==> src/rtl/hazard_scoreboard_id_if.sv <==
// hazard_scoreboard_id_if: ID-stage issue request and interlock/bypass response bundle
interface hazard_scoreboard_id_if #(
    parameter int REG_SIZE = 5,
    parameter int LAT_W    = 2
);
    logic                id_valid_i;
    logic [REG_SIZE-1:0] src_a_id_i;
    logic [REG_SIZE-1:0] src_b_id_i;
    logic                rd_src_a_id_i;
    logic                rd_src_b_id_i;
    logic [REG_SIZE-1:0] dst_id_i;
    logic                wr_dst_id_i;
    logic [LAT_W-1:0]    lat_id_i;
    logic                flush_i;
    logic                id_ready_o;
    logic                stall_o;
    logic [1:0]          mux_sel_a_id_o;
    logic [1:0]          mux_sel_b_id_o;

    modport master (
        output id_valid_i, src_a_id_i, src_b_id_i, rd_src_a_id_i, rd_src_b_id_i,
        output dst_id_i, wr_dst_id_i, lat_id_i, flush_i,
        input  id_ready_o, stall_o, mux_sel_a_id_o, mux_sel_b_id_o
    );

    modport slave (
        input  id_valid_i, src_a_id_i, src_b_id_i, rd_src_a_id_i, rd_src_b_id_i,
        input  dst_id_i, wr_dst_id_i, lat_id_i, flush_i,
        output id_ready_o, stall_o, mux_sel_a_id_o, mux_sel_b_id_o
    );
endinterface

==> src/rtl/hazard_scoreboard_id.sv <==
// hazard_scoreboard_id: decode-stage RAW interlock and bypass-select scoreboard; HAZARD_SCOREBOARD_STATS_EN adds a stall counter
module hazard_scoreboard_id #(
    parameter int REG_SIZE = 5,
    parameter int NUM_REGS = 32,
    parameter int LAT_W    = 2
) (
    input  logic                  clk_i,
    input  logic                  rsn_i,
    hazard_scoreboard_id_if.slave bus
`ifdef HAZARD_SCOREBOARD_STATS_EN
    ,
    input  logic                  stat_clr_i,
    output logic [31:0]           stall_cnt_o
`endif
);
    localparam logic [1:0]       ST_EX   = 2'd1;
    localparam logic [1:0]       ST_WB   = 2'd3;
    localparam logic [LAT_W-1:0] LAT_MAX = LAT_W'(2);

    logic             r_pend  [NUM_REGS];
    logic [1:0]       r_stage [NUM_REGS];
    logic [LAT_W-1:0] r_rem   [NUM_REGS];

    logic             w_use_a;
    logic             w_use_b;
    logic             w_haz_a;
    logic             w_haz_b;
    logic             w_ready;
    logic             w_stall;
    logic             w_alloc;
    logic [LAT_W-1:0] w_lat;

    // An operand is bypassed from its producer only when it is really read from a non-zero register in flight
    assign w_use_a = bus.rd_src_a_id_i && (bus.src_a_id_i != '0) && r_pend[bus.src_a_id_i];
    assign w_use_b = bus.rd_src_b_id_i && (bus.src_b_id_i != '0) && r_pend[bus.src_b_id_i];
    assign w_haz_a = w_use_a && (r_rem[bus.src_a_id_i] != '0);
    assign w_haz_b = w_use_b && (r_rem[bus.src_b_id_i] != '0);
    assign w_ready = ~(w_haz_a | w_haz_b);
    assign w_stall = bus.id_valid_i & ~w_ready;
    assign w_alloc = bus.id_valid_i && w_ready && !bus.flush_i && bus.wr_dst_id_i && (bus.dst_id_i != '0);
    assign w_lat   = (bus.lat_id_i > LAT_MAX) ? LAT_MAX : bus.lat_id_i;

    assign bus.id_ready_o     = w_ready;
    assign bus.stall_o        = w_stall;
    assign bus.mux_sel_a_id_o = w_use_a ? r_stage[bus.src_a_id_i] : 2'b00;
    assign bus.mux_sel_b_id_o = w_use_b ? r_stage[bus.src_b_id_i] : 2'b00;

    for (genvar g = 0; g < NUM_REGS; g++) begin : g_entry
        // Issuing writer claims the entry (newest wins); otherwise an in-flight entry ages one stage per clock
        always_ff @(posedge clk_i or negedge rsn_i) begin
            if (!rsn_i) begin
                r_pend[g]  <= 1'b0;
                r_stage[g] <= 2'b00;
                r_rem[g]   <= '0;
            end else if (w_alloc && (bus.dst_id_i == REG_SIZE'(g))) begin
                r_pend[g]  <= 1'b1;
                r_stage[g] <= ST_EX;
                r_rem[g]   <= w_lat;
            end else if (r_pend[g]) begin
                if (r_stage[g] == ST_WB) begin
                    r_pend[g]  <= 1'b0;
                    r_stage[g] <= 2'b00;
                    r_rem[g]   <= '0;
                end else begin
                    r_stage[g] <= r_stage[g] + 2'd1;
                    r_rem[g]   <= (r_rem[g] == '0) ? '0 : r_rem[g] - LAT_W'(1);
                end
            end
        end
    end

`ifdef HAZARD_SCOREBOARD_STATS_EN
    logic [31:0] r_stall_cnt;

    // Free-running stall cycle counter; clear wins over increment
    always_ff @(posedge clk_i or negedge rsn_i) begin
        if (!rsn_i)
            r_stall_cnt <= '0;
        else if (stat_clr_i)
            r_stall_cnt <= '0;
        else if (w_stall)
            r_stall_cnt <= r_stall_cnt + 32'd1;
    end

    assign stall_cnt_o = r_stall_cnt;
`endif
endmodule

==> src/flat_wrapper.sv <==
// flat-port wrapper written by rule: the top's interface ports become plain ports
module hazard_scoreboard_id_flat 
#(
    parameter int REG_SIZE = 5,
    parameter int NUM_REGS = 32,
    parameter int LAT_W    = 2
)
  (clk_i, rsn_i, bus_id_valid_i, bus_src_a_id_i, bus_src_b_id_i, bus_rd_src_a_id_i, bus_rd_src_b_id_i, bus_dst_id_i, bus_wr_dst_id_i, bus_lat_id_i, bus_flush_i, bus_id_ready_o, bus_stall_o, bus_mux_sel_a_id_o, bus_mux_sel_b_id_o);
  hazard_scoreboard_id_if #(.REG_SIZE(REG_SIZE), .LAT_W(LAT_W)) bus_i ();
  input  logic clk_i;
  input  logic rsn_i;
  input wire logic [$bits(bus_i.id_valid_i)-1:0] bus_id_valid_i;
  input wire logic [$bits(bus_i.src_a_id_i)-1:0] bus_src_a_id_i;
  input wire logic [$bits(bus_i.src_b_id_i)-1:0] bus_src_b_id_i;
  input wire logic [$bits(bus_i.rd_src_a_id_i)-1:0] bus_rd_src_a_id_i;
  input wire logic [$bits(bus_i.rd_src_b_id_i)-1:0] bus_rd_src_b_id_i;
  input wire logic [$bits(bus_i.dst_id_i)-1:0] bus_dst_id_i;
  input wire logic [$bits(bus_i.wr_dst_id_i)-1:0] bus_wr_dst_id_i;
  input wire logic [$bits(bus_i.lat_id_i)-1:0] bus_lat_id_i;
  input wire logic [$bits(bus_i.flush_i)-1:0] bus_flush_i;
  output wire logic [$bits(bus_i.id_ready_o)-1:0] bus_id_ready_o;
  output wire logic [$bits(bus_i.stall_o)-1:0] bus_stall_o;
  output wire logic [$bits(bus_i.mux_sel_a_id_o)-1:0] bus_mux_sel_a_id_o;
  output wire logic [$bits(bus_i.mux_sel_b_id_o)-1:0] bus_mux_sel_b_id_o;
  assign bus_i.id_valid_i = bus_id_valid_i;
  assign bus_i.src_a_id_i = bus_src_a_id_i;
  assign bus_i.src_b_id_i = bus_src_b_id_i;
  assign bus_i.rd_src_a_id_i = bus_rd_src_a_id_i;
  assign bus_i.rd_src_b_id_i = bus_rd_src_b_id_i;
  assign bus_i.dst_id_i = bus_dst_id_i;
  assign bus_i.wr_dst_id_i = bus_wr_dst_id_i;
  assign bus_i.lat_id_i = bus_lat_id_i;
  assign bus_i.flush_i = bus_flush_i;
  assign bus_id_ready_o = bus_i.id_ready_o;
  assign bus_stall_o = bus_i.stall_o;
  assign bus_mux_sel_a_id_o = bus_i.mux_sel_a_id_o;
  assign bus_mux_sel_b_id_o = bus_i.mux_sel_b_id_o;
  hazard_scoreboard_id #(.REG_SIZE(REG_SIZE), .NUM_REGS(NUM_REGS), .LAT_W(LAT_W)) u_core (.clk_i(clk_i), .rsn_i(rsn_i), .bus(bus_i));
endmodule
==> config.mk <==
export PLATFORM = sky130hd
export DESIGN_NAME = hazard_scoreboard_id_flat
export DESIGN_NICKNAME = d
export VERILOG_FILES = /design/src/rtl/hazard_scoreboard_id_if.sv /design/src/rtl/hazard_scoreboard_id.sv /design/src/flat_wrapper.sv
export SDC_FILE = /design/constraint.sdc
export NUM_CORES = 1
export LEC_CHECK = 0
export BUFFER_PORTS_ARGS = -buffer_cell sky130_fd_sc_hd__buf_2
export CORE_MARGIN = 2
export CORE_UTILIZATION = 45
export DETAILED_ROUTE_END_ITERATION = 12
export PLACE_DENSITY = 0.57
export SLEW_MARGIN = 5
export SYNTH_ARGS = -nofsm -noshare
export SYNTH_HDL_FRONTEND = slang
export SYNTH_SLANG_ARGS = --single-unit
==> constraint.sdc <==
create_clock -name clk_i -period 6.1 [get_ports clk_i]
set_input_delay 0.61 -clock clk_i [delete_from_list [all_inputs] [get_ports clk_i]]
set_output_delay 0.61 -clock clk_i [all_outputs]
set_load 0.01 [all_outputs]
Word-level counts from Yosys, hierarchy flattened

Index checks and enable logic that the tools add are counted.

Bitwise gates (word level): 5
Mux-type cells: 341
$add $sub $neg: 64
Equal/unequal tests: 63
Magnitude comparators: 3
Reduce and logical (&&, ||, !) cells: 113

Operators by type and width:

| operator                                                               | number |
|---|---|
| 2-bit two-way mux                                                      | 235 |
| 1-bit two-way mux                                                      | 100 |
| 5-bit equality test (second input constant)                            | 16 |
| 2-bit nonzero test                                                     | 34 |
| 2-bit by 1-bit adder with 2-bit output (second input constant)         | 32 |
| 2-bit equality test (second input constant)                            | 32 |
| 2-bit logical NOT                                                      | 32 |
| 2-bit by 1-bit subtractor with 2-bit output (second input constant)    | 32 |
| 1-bit logical AND                                                      | 42 |
| 2-bit binary-select mux with 5-bit select                              | 4 |
| 5-bit by 4-bit equality test with 1-bit output (second input constant) | 8 |
| 5-bit by 3-bit equality test with 1-bit output (second input constant) | 4 |
| 5-bit nonzero test                                                     | 3 |
| 6-bit greater-or-equal comparator (second input constant)              | 2 |
| 5-bit inverter with 6-bit output                                       | 2 |
| 1-bit binary-select mux with 5-bit select                              | 2 |
| 5-bit by 2-bit equality test with 1-bit output (second input constant) | 2 |
| 5-bit by 1-bit equality test with 1-bit output (second input constant) | 1 |
| 5-bit logical NOT                                                      | 1 |
| 2-bit > comparator (second input constant)                             | 1 |
| 1-bit AND                                                              | 1 |
| 1-bit logical NOT                                                      | 1 |
| 1-bit inverter                                                         | 1 |
| 1-bit bitwise OR                                                       | 1 |

Output and inout port bits: 6
Input bits: 24
Logic and storage cells: 685
Register bits: 160

Longest topological paths before layout

Word-level depth: 14
Gate-level depth with buffers: 11

Worst setup path before layout

No wires, ideal clock.

Path kind: input port to output port
Start point: input port bus_src_b_id_i[0]
End point: output port bus_mux_sel_b_id_o[1]
Arrival: 2.773 ns
Required time: 5.490 ns
Setup slack: 2.717 ns
Cell stages on the path: 8
Cell sequence: buf_2 > buf_2 > buf_2 > buf_2 > mux4_2 > mux4_2 > a21oi_1 > nor2_1

Cells in the longest elaborated chain, start to end: 6

RTL lines:

| item                                                   | RTL line                                               | RTL |
|---|---|---|
| start, declared                                        | flat_wrapper.sv:14                                     | `input wire logic [$bits(bus_i.src_b_id_i)-1:0] bus_src_b_id_i;` |
| 5-bit inverter with 6-bit output (implied by the code) | hazard_scoreboard_id.sv:35, hazard_scoreboard_id.sv:46 |  |
| 1-bit binary-select mux with 5-bit select              | hazard_scoreboard_id.sv:35                             | `assign w_use_b = bus.rd_src_b_id_i && (bus.src_b_id_i != '0) && r_pend[bus.src_b_id_i];` |
| 1-bit two-way mux (implied by the code) (2 in a row)   | hazard_scoreboard_id.sv:35                             |  |
| 1-bit logical AND                                      | hazard_scoreboard_id.sv:35                             |  |
| 2-bit two-way mux (*)                                  | hazard_scoreboard_id.sv:46                             | `assign bus.mux_sel_b_id_o = w_use_b ? r_stage[bus.src_b_id_i] : 2'b00;` |
| end, declared                                          | flat_wrapper.sv:24                                     | `output wire logic [$bits(bus_i.mux_sel_b_id_o)-1:0] bus_mux_sel_b_id_o;` |

Mark *: on every way between the ends. The rest lies on a longest branch, timed or not. The select of a mux whose other input is x is not followed.

Worst setup path in the final report

Start point: input port bus_src_a_id_i[1]
End point: output port bus_stall_o

Cells in the longest elaborated chain, start to end: 8

RTL lines:

| item                                                                                                   | RTL line                                               | RTL |
|---|---|---|
| start, declared                                                                                        | flat_wrapper.sv:13                                     | `input wire logic [$bits(bus_i.src_a_id_i)-1:0] bus_src_a_id_i;` |
| 5-bit inverter with 6-bit output (implied by the code)                                                 | hazard_scoreboard_id.sv:34, hazard_scoreboard_id.sv:36 |  |
| 2-bit binary-select mux with 5-bit select or 1-bit binary-select mux with 5-bit select (tied branches) | hazard_scoreboard_id.sv:36, hazard_scoreboard_id.sv:34 |  |
| 2-bit two-way mux (implied by the code) or 1-bit two-way mux (tied branches) (2 in a row)              | hazard_scoreboard_id.sv:36, hazard_scoreboard_id.sv:34 |  |
| 2-bit nonzero test or 1-bit logical AND (tied branches)                                                | hazard_scoreboard_id.sv:36, hazard_scoreboard_id.sv:34 |  |
| 1-bit logical AND (*)                                                                                  | hazard_scoreboard_id.sv:36                             | `assign w_haz_a = w_use_a && (r_rem[bus.src_a_id_i] != '0);` |
| 1-bit bitwise OR (*)                                                                                   | hazard_scoreboard_id.sv:38                             | `assign w_ready = ~(w_haz_a \| w_haz_b);` |
| 1-bit AND (*)                                                                                          | hazard_scoreboard_id.sv:39                             | `assign w_stall = bus.id_valid_i & ~w_ready;` |
| end, declared                                                                                          | flat_wrapper.sv:22                                     | `output wire logic [$bits(bus_i.stall_o)-1:0] bus_stall_o;` |

Marks and branches as above.

==> key figures <==
CTS
  • Post-CTS Setup Repair Bufs: 0
  • Clock Latency Late Sink: 0.45 ns
  • Clock buffer depth: 2
  • Clk sinks: 160
  • Root buffer cell: clkbuf_16
  • Post-CTS sizing: 0
  • CTS tree: built
  • CTS clk-pin slew, worst paths: 0.07 ns
  • CTS buffer count: 17
  • CTS Hold Bufs: 0
  • H-tree depth: 4

STA
  • Final Hold Viols: 0
  • Clock skew: 0.0198 ns
  • Setup violators final: 0
  • Max-slew violation count: 0
  • WHS: 0.238 ns
  • Part of the cycle the worst path needs: 73.5%
  • Max Clk Rate: 0.223 GHz
  • RSZ-0062 raised after global routing: false
  • Relative slew slack: 17.4%
  • Post-layout min period: 4.48 ns
  • Worst-Margin Slew: 1.23 ns
  • Sum Neg Setup Slack: 0 ns

Synth
  • Post-synthesis cell type count: 46
  • Multiplexer area fraction after synthesis: 26.0%
  • Primary FF master, synth: dfrtp_1
  • EDFF count, synth: 0
  • Xor/xnor share of the synthesized area: 0%
  • Fraction of registers with async set/reset: 100%
  • Syn Std Cell Area: 9840 um2
  • Avg Inst Size Synth: 11.1 um2
  • Seq/Total Area, Yosys: 40.7%
  • Synth area leaders: dfrtp_1, mux4_2, mux2i_1
  • Synthesized Nets: 942
  • Synth warn: 0
  • Fraction of the mapped netlist area in adder cells: 4.07%
  • Post-synthesis simple-gate area fraction: 15.3%
  • Area leader, netlist: dfrtp_1
  • Syn Inst Count: 886
  • Combinational family with the most area after synthesis: multiplexers
  • FF+latch count, synth: 160
  • Area fraction of the dominant cell type after synthesis: 40.7%
  • Synth Area in Compound Gates: 10.4%

Global route
  • Number of global-route vias before repair: 7327
  • GR Overflow Total: 0
  • Initial antenna violation count: 3
  • Largest net degree at the start of global routing: 87
  • Global-route wire length before repair: 43200 um
  • Gr usage total: 24.1%

Die
  • Core box area: 21600 um2
  • Height of the die: 152 um
  • Initial core utilization: 45.5%
  • Ports: 30
  • Die area: 23100 um2
  • # rows: 54
  • DIE WIDTH: 152 um

Route
  • Drt first-iter violations: 725
  • DRC errors left: 0
  • Final WL: 26900 um
  • WL per Instance: 22.4 um
  • Vias: 7432
  • DRT Pass-1 Iters: 5
  • Post-route ant nets: 0
  • Vias/cell: 6.19

Power
  • Tot Pwr: 0.00403 W
  • Leakage: 4.82 nW
  • Power density cells: 372 nW/um2
  • Max IR drop VDD: 182 uV

Place
  • Placer Congestion: 0.858
  • I/O Buffers: 29
  • HPWL after DPL: 18900 um

Critical path
  • Worst R2R Path Depth: 8
  • Worst path slowest cell: a32oi_4
  • Worst-path fanout max: 30
  • CP peak stage delay: 0.83 ns
  • Crit. End Element: output pin
  • Critical path type: primary input to output pin
  • CP cell instances: buf_2 -> mux4_2 -> mux2i_1 -> mux2i_1 -> a32o_1 -> a32oi_4 -> buf_4 -> nor2b_1 -> buf_2
  • Critical path required time: 5.49 ns
  • Crit start category: primary input
  • Worst endpoint data arrival time: 3.87 ns

Worst hold path
  • Type of the tightest min-delay check: primary input to async pin

Final layout
  • Multi-input logic area: 5500 um2
  • Area occupied by registers: 4000 um2
  • Fin nets: 962
  • Area Growth Syn to Fin: 9.91%
  • Share of cells above drive strength 1: 17.5%
  • Filler cell count: 1960

Outcome
  • Status: completed

Job
  • Max_cap viols: 0
[kinds of logic (layout without fill, tap and decap cells)]
kind of cell | Yosys count | after routing
and+or+nand+nor | 267 | 267
buffers and inverters | 77 | 110
muxes | 174 | 174
adders and majority gates | 32 | 32
other | 0 | 1
AOI/OAI and AO/OA | 176 | 176
DFF | 160 | 160
[worst paths after layout]
| path | from | to | slack [ns] |
|---|---|---|---|
| min in group clk_i | u_core.r_rem[43]$_DFFE_PN0P_ | u_core.r_rem[43]$_DFFE_PN0P_ | 0.55 |
| max in group asynchronous | rsn_i | u_core.r_rem[44]$_DFFE_PN0P_ | 4.43 |
| hold reg to reg | u_core.r_rem[43]$_DFFE_PN0P_ | u_core.r_rem[43]$_DFFE_PN0P_ | 0.55 |
| hold / removal | rsn_i | u_core.r_pend[4]$_DFF_PN0_ | 0.24 |
| setup / recovery | bus_src_a_id_i[1] | bus_stall_o | 1.62 |
| setup reg to reg | u_core.r_rem[50]$_DFFE_PN0P_ | u_core.r_stage[57]$_DFFE_PN0P_ | 2.54 |
[sequential cells by signal, summed over array words and instances (netlist names)]
name and flops:
u_core.r_stage 64, u_core.r_pend 32, u_core.r_rem 64
[layout make-up]
cell class | count | share of cell area (%)
well taps | 280 | 3.24
inverters | 37 | 1.28
clock buffers | 18 | 4.06
multi-input cells | 649 | 50.8
repair buffers | 41 | 2.23
diodes | 1 | 0.0231
clock inverters | 14 | 1.34
flip-flops and latches | 160 | 37.0
[per-layer routing]
layer | routed length [um] | GRT usage (%) | up-vias
met5 | 7 | 0 | -
met4 | 390 | 6.19 | 2
met3 | 1360 | 4.82 | 39
met2 | 12400 | 37.3 | 205
met1 | 12700 | 34.9 | 3764
li1 | - | - | 3422
[Yosys cell counts (6+ instances only)]
cell type / number
nor3_1: 52
inv_1: 36
o21ai_0: 63
nand3_2: 8
nor4b_1: 30
nor2b_1: 34
nand3_1: 9
a2111oi_0: 10
a211oi_1: 6
clkbuf_1: 15
nand2b_1: 8
mux2_2: 12
and2_1: 10
mux4_2: 64
a21oi_1: 66
ha_1: 32
nand4_1: 7
a31oi_1: 15
mux2i_1: 97
nand2_1: 44
nor2_1: 50
buf_2: 14
dfrtp_1: 160
nor4_1: 6
[worst max-delay path, delay by kind of cell]
family                 cells  cell delay, ns
AOI/OAI and AO/OA          2            1.14
buffers and inverters      3            1.15
muxes                      3            0.88
and+or+nand+nor            1            0.07
[stage by stage]
step | instance area (um2) | std cells | setup WS (ns) | utilization, %
3_3_place_gp | 10200 | 1167 | 1.70 | 47.3
3_5_place_dp | 10200 | 1167 | 1.65 | 47.3
4_1_cts | 10800 | 1199 | 1.62 | 50.0
5_1_grt | 10800 | 1199 | 1.46 | 50.0
6_report | 10800 | 1200 | 1.62 | 50.0
2_1_floorplan | 9840 | 886 | 2.72 | -
[cell usage in the layout, fill, tap and decap left out, types with 2 or more instances in the layout]
cell and instances:
dfrtp_1 160, inv_1 36, mux4_2 64, a21oi_1 66, nand3_2 8, nand4_4 2, a221o_1 4, a2111oi_0 10
nor4b_1 30, mux2_2 12, nand2_1 44, nor2b_1 34, clkinv_4 4, a22oi_1 2, a31oi_1 15, nor3_1 52
clkbuf_16 17, nand3_1 9, nand2b_1 8, nand4_1 7, mux2i_1 97, nor4_1 6, buf_2 28, o21ai_0 63
a211oi_1 6, nor3b_1 3, inv_8 2, ha_1 32, o211ai_1 3, and2_1 10, buf_4 12, inv_6 6
nor2_1 50
[power breakdown]
part           internal (W)  switching (W)
sequential          0.00135       0.000379
combinational      0.000637       0.000580
clock              0.000588       0.000494
total               0.00257        0.00145
Note: power is estimated with default switching activity, not from simulation.
